===== src/rtl/div_control_fsm.sv =====
// Sequencing controller for the multi-cycle non-restoring divider.
// Each quotient bit takes three cycles (SHIFT, OP, SETQ). After the last bit, one
// CORRECT cycle restores a negative remainder. The FSM then parks in DONE with
// ready high.
module div_control_fsm #(
  parameter int WIDTH = 32
) (
  input  logic clock,
  input  logic reset,
  input  logic start,
  input  logic MSB,
  output logic add,
  output logic sub,
  output logic shiftQuotient,
  output logic Q0,
  output logic ready
);

  localparam int CW = $clog2(WIDTH) + 1;

  localparam logic [2:0] IDLE    = 3'd0;
  localparam logic [2:0] SHIFT   = 3'd1;
  localparam logic [2:0] OP      = 3'd2;
  localparam logic [2:0] SETQ    = 3'd3;
  localparam logic [2:0] CORRECT = 3'd4;
  localparam logic [2:0] DONE    = 3'd5;

  localparam logic [CW-1:0] LAST = CW'(WIDTH);

  logic [2:0]    state, state_nx;
  logic [CW-1:0] count, count_nx;

  // Next-state and iteration-count logic; start overrides every other transition
  always_comb begin
    state_nx = state;
    count_nx = count;
    if (start) begin
      state_nx = SHIFT;
      count_nx = '0;
    end else begin
      case (state)
        IDLE:    state_nx = IDLE;
        SHIFT:   state_nx = OP;
        OP:      state_nx = SETQ;
        SETQ: begin
          count_nx = count + CW'(1);
          state_nx = (count_nx < LAST) ? SHIFT : CORRECT;
        end
        CORRECT: state_nx = DONE;
        DONE:    state_nx = DONE;
        default: state_nx = IDLE;
      endcase
    end
  end

  // State and counter registers with asynchronous clear
  always_ff @(posedge clock or posedge reset) begin
    if (reset) begin
      state <= IDLE;
      count <= '0;
    end else begin
      state <= state_nx;
      count <= count_nx;
    end
  end

  // Datapath strobes; MSB only reaches outputs in OP, SETQ and CORRECT
  always_comb begin
    add           = 1'b0;
    sub           = 1'b0;
    shiftQuotient = 1'b0;
    Q0            = 1'b0;
    ready         = 1'b0;
    case (state)
      SHIFT:   shiftQuotient = 1'b1;
      OP: begin
        add = MSB;
        sub = ~MSB;
      end
      SETQ:    Q0    = ~MSB;
      CORRECT: add   = MSB;
      DONE:    ready = 1'b1;
      default: ;
    endcase
  end

endmodule


===== config.mk =====
export PLATFORM = sky130hd
export DESIGN_NAME = div_control_fsm
export DESIGN_NICKNAME = d
export VERILOG_FILES = /design/src/rtl/div_control_fsm.sv
export SDC_FILE = /design/constraint.sdc
export NUM_CORES = 1
export LEC_CHECK = 0
export BUFFER_PORTS_ARGS = -buffer_cell sky130_fd_sc_hd__clkbuf_2
export CAP_MARGIN = 10
export CORE_UTILIZATION = 26
export DETAILED_ROUTE_END_ITERATION = 10
export GPL_TIMING_DRIVEN = 0
export PLACE_DENSITY = 0.47
export SLEW_MARGIN = 20
export SYNTH_ARGS = -nofsm -noshare
export SYNTH_HDL_FRONTEND = slang
export SYNTH_SLANG_ARGS = --single-unit

===== constraint.sdc =====
create_clock -name clock -period 3.05 [get_ports clock]
set_input_delay 0.305 -clock clock [delete_from_list [all_inputs] [get_ports clock]]
set_output_delay 0.305 -clock clock [all_outputs]
set_load 0.01 [all_outputs]

# After elaboration in Yosys (flattened, before gate mapping)
# Index checks and enable logic that the tools add are counted.
[word_totals] ff_bits=9 latchBits=0 mem_bits_rw=0 rom_bits=0 input_bits=4 wordCells=23 memories=0
[classes] n_addsub=1 mul=0 div=0 magnitude_cmp=1 eq_ne=5 shift=0 mux=10 bitwise_logic=1 reduce_logical=3
[op_table] op="6-bit two-way mux" n=2
[op_table] op="3-bit case mux with 4 select lines" n=1
[op_table] op="6-bit by 1-bit adder with 6-bit output (second input constant)" n=1
[op_table] op="3-bit by 2-bit equality test with 1-bit output (second input constant)" n=2
[op_table] op="3-bit equality test (second input constant)" n=2
[op_table] op="6-bit < comparator (second input constant)" n=1
[op_table] op="3-bit two-way mux" n=2
[op_table] op="1-bit two-way mux" n=5
[op_table] op="2-bit OR reduction" n=2
[op_table] op="3-bit by 1-bit equality test with 1-bit output (second input constant)" n=1
[op_table] op="2-bit nonzero test" n=1
[op_table] op="1-bit NOT" n=1

# Logic depth before layout (Yosys ltp)
[logic_depth] depth_word=5 depth_mapped=6 depth_no_buf=4

# Worst setup path after synthesis
# OpenSTA, ideal clock, no wires.
[synth_timing] kind="flip-flop to flip-flop" startpoint="register state[2]" endpoint="register count[5]" setup_time_ps=130 arrival_time_ps=1240 slack_ps=1680 stages_incl_launch_ff=5 path_cell_list="dfrtp_1 -> nand2b_4 -> or4_4 -> xor2_1 -> nor2_1"
[synth_between] elab_chain_cells=2
[synth_rtl] element="from (decl)" line_no="30" rtl="logic [2:0] state, state_nx;"
[synth_rtl] element="from (signal assigned)" line_no="62" rtl="state <= state_nx;"
[synth_rtl] element="3-bit by 2-bit equality test with 1-bit output" line_no="41" rtl="case (state)"
[synth_rtl] element="2-bit nonzero test (no line)"
[synth_rtl] element="to (signal assigned)" line_no="63" rtl="count <= count_nx;"
[synth_rtl] element="to (decl)" line_no="31" rtl="logic [CW-1:0] count, count_nx;"
# No other way between the ends.
# A chain may end at the register's enable or synchronous reset.

# Final worst setup path
[layout_timing] startpoint="register state[1]" endpoint="output add"
[layout_between] elab_chain_cells=3 word_cells_on_any_way=4 classes_between="eq/ne (2); mux (1); reduce/logical (1)"
[layout_rtl] element="3-bit by 2-bit equality test with 1-bit output / 3-bit equality test (equally long branches)" line_no="74" rtl="case (state)"
[layout_rtl] element="2-bit OR reduction (no line) *"
[layout_rtl] element="1-bit two-way mux *" line_no="74"
[layout_rtl] element="to (decl)" line_no="12" rtl="output logic add,"
# Every way passes the cells marked *; elsewhere a longest branch is shown, timed or not.

==> flow_summary.ini <==
[power]
p_leak_nw = 0.2790
peakVddDrop_mv = 0.1861
power_density_nw_per_um2 = 473.3

[global_routing]
grt_pass1_vias = 355
gr-total-overflow = 0
antenna_found_initial = 0
grt_max_degree = 10
grt_pass1_wl_um = 1545
grt_usage_pct = 11.44

[timing]
min_period_over_period_pct = 49.56
post-route-min-period_ns = 1.512
worst_pin_slew_ns = 0.3678
slew_violations = 0
setup-tns-final_ns = 0
fmax_mhz = 661.5
fin_skew_ns = 0.0008927
rsz0062_at_grt = false
max_slew_margin_pct = 75.48
setup_viol = 0
finalHoldViolCount = 0

[setup_path]
critical_path.max_fanout = 7
ff2ff_path_depth = 4
setup.worst_path.end_class = output port
worstReg2RegEnd = count[5]
cp-start-kind = flip-flop
worstReg2RegStart = state[2]
worstPathArrival_ns = 1.21
startpoint = state[1]
rrSetupSlack_ns = 1.60
crit_type = reg -> out
crit_required_ns = 2.74

[cells_and_area]
final_nets = 69
final_util_pct = 34.04
antenna_cells = 0
fin_cells = 88
synthToLayoutAreaGrowth_pct = 20.60
drive_gt1_share_pct = 26.98

[logic_synthesis]
syn-cell-area_um2 = 498.0
syn_nets = 56
synth_cell_type_count = 26
syn_avg_cell_area_um2 = 9.764
ys_ff_latch = 9
yosysWarnings = 0
postSynthCellCount = 51
synth_seq_area_share_pct = 45.23

[hold_path]
hp-start = start
hold_path.class = in -> reg
hold_end = count[4]
holdPathStages = 2

[placed_design]
dpl.hpwl_um = 638.8
gp_congestion = 0.6543
dp.cells = 83
io_buffer_count = 7

[clock_network]
clk_transition_reported_paths_ns = 0.06
cts_buffers = 3
cts.repair.resized = 0
clock_tree.root_cell = clkbuf_4
tritoncts = built
htreeDepth = 1
insertion_delay_ns = 0.26
cts_sinks = 9
clockBufferDepth = 2

[floorplanning]
die_y_um = 45.77
die_area_um2 = 2094
initial_core_util_pct = 28.23
core_area_um2 = 1764
rows = 15
io_pins = 9
die_w_um = 45.77

[route]
routed-via-count = 390
routed_wl_um = 883
viasPerCell = 4.432
ant_nets = 0
drt_iter0_drc = 2
firstDrtPassIters = 3
remaining_drc_errors = 0
avgRoutedWirePerCell_um = 10.03

[flow_run]
maxCapViolations = 0

[status]
status = finished clean
## critical path, cell delays in order (launching register included)
cell	delay (ns)
dfrtp_1	0.36
buf_4	0.16
xor2_1	0.13
and3_1	0.18
clkbuf_2	0.12
## what timing repair did
action,4_1_cts,5_1_grt
endpoints found under the hold margin,9,0
hold buffers,1,0
buffers inserted,0,0
## how the worst max path moves through the flow
stage	cells past startpoint	slack [ns]	end
detailed placement	4	1.61	count[5]
CTS	4	1.52	add
floorplan	4	1.68	count[5]
global route	4	1.46	add
finish	4	1.54	add
global placement	4	1.60	count[5]
## kinds of logic after synthesis
kind of cell / Yosys count / share of synthesized area, %
adder cells (fa/ha/maj): 1 / 2.512
flip-flops: 9 / 45.23
multiplexers: 1 / 2.010
XOR/XNOR: 7 / 12.31
AO/OA/AOI/OAI: 5 / 6.532
AND/OR/NAND/NOR: 23 / 26.64
buffers and inverters: 5 / 4.771
## power by group
part	total, mW	leakage (nW)	internal (mW)	switching (mW)
Sequential	0.133	0.121	0.127	0.00654
Clock	0.0932	0.0150	0.0505	0.0427
Combinational	0.0580	0.143	0.0264	0.0316
Total	0.284	0.279	0.203	0.0808
## state kept, by name, indices dropped and copies added, names as in the netlist
signal and count:
state 3, count 6
## through the flow
| step | power, mW | setup slack, ns | hold slack, ns | instance area [µm²] |
|---|---|---|---|---|
| after floorplan | 0.1785 | 1.680 | 0.1329 | 498.0 |
| after global placement | 0.1932 | 1.602 | 0.2739 | 564.3 |
| after detailed placement | 0.1937 | 1.614 | 0.2713 | 564.3 |
| after CTS | 0.2931 | 1.521 | 0.4033 | 600.6 |
| after global routing | 0.3076 | 1.456 | 0.4338 | 600.6 |
| final | 0.2843 | 1.538 | 0.4017 | 600.6 |
## area by class of cell
class | instances | area (µm²)
fillers | 210 | 1164
multi-input cells | 37 | 249.0
flip-flops and latches | 9 | 225.2
repair buffers | 8 | 45.04
well taps | 25 | 31.28
clock buffers | 4 | 26.28
plain buffers | 3 | 16.27
inverters | 2 | 7.507
## cells in the final DEF (no fill, tap or decap), drive strengths merged, types with 2 or more instances in the layout
cell type  Yosys  final
o21ai          2      2
nand2          2      2
xor2           5      5
clkbuf         0     11
dfrtp          9      9
xnor2          2      2
nor3           4      4
inv            2      2
nand4          2      2
buf            3      3
nor2           7      7
## synth_stat cells
cell      count  area share [%]
dfrtp_1       9              45
nor2_1        7             5.3
xor2_1        5             8.8
nor3_1        4             4.0
nand2_1       2             1.5
nand4_1       2             2.5
o21ai_0       2             2.0
xnor2_1       2             3.5
a21boi_1      1             1.5
a21oi_1       1             1.0
and3_1        1             1.3
and3b_2       1             2.0
buf_1         1            0.75
buf_2         1             1.0
buf_4         1             1.5
ha_1          1             2.5
inv_1         1            0.75
inv_2         1            0.75
mux2i_1       1             2.0
nand2b_4      1             2.8
nand3_1       1             1.0
nor2b_1       1             1.3
nor3b_1       1             1.5
o21ba_2       1             2.0
or3_1         1             1.3
or4_4         1             2.3
## layer usage
| metal | routed length, µm | track usage, % | up-vias |
|---|---|---|---|
| li1 | - | - | 198 |
| met1 | 413 | 12.25 | 177 |
| met2 | 386 | 16.86 | 10 |
| met3 | 49 | 4.762 | 5 |
| met4 | 34 | 10.59 | 0 |
| met5 | 0 | 0 | - |
(Power assumes the default switching activity.)
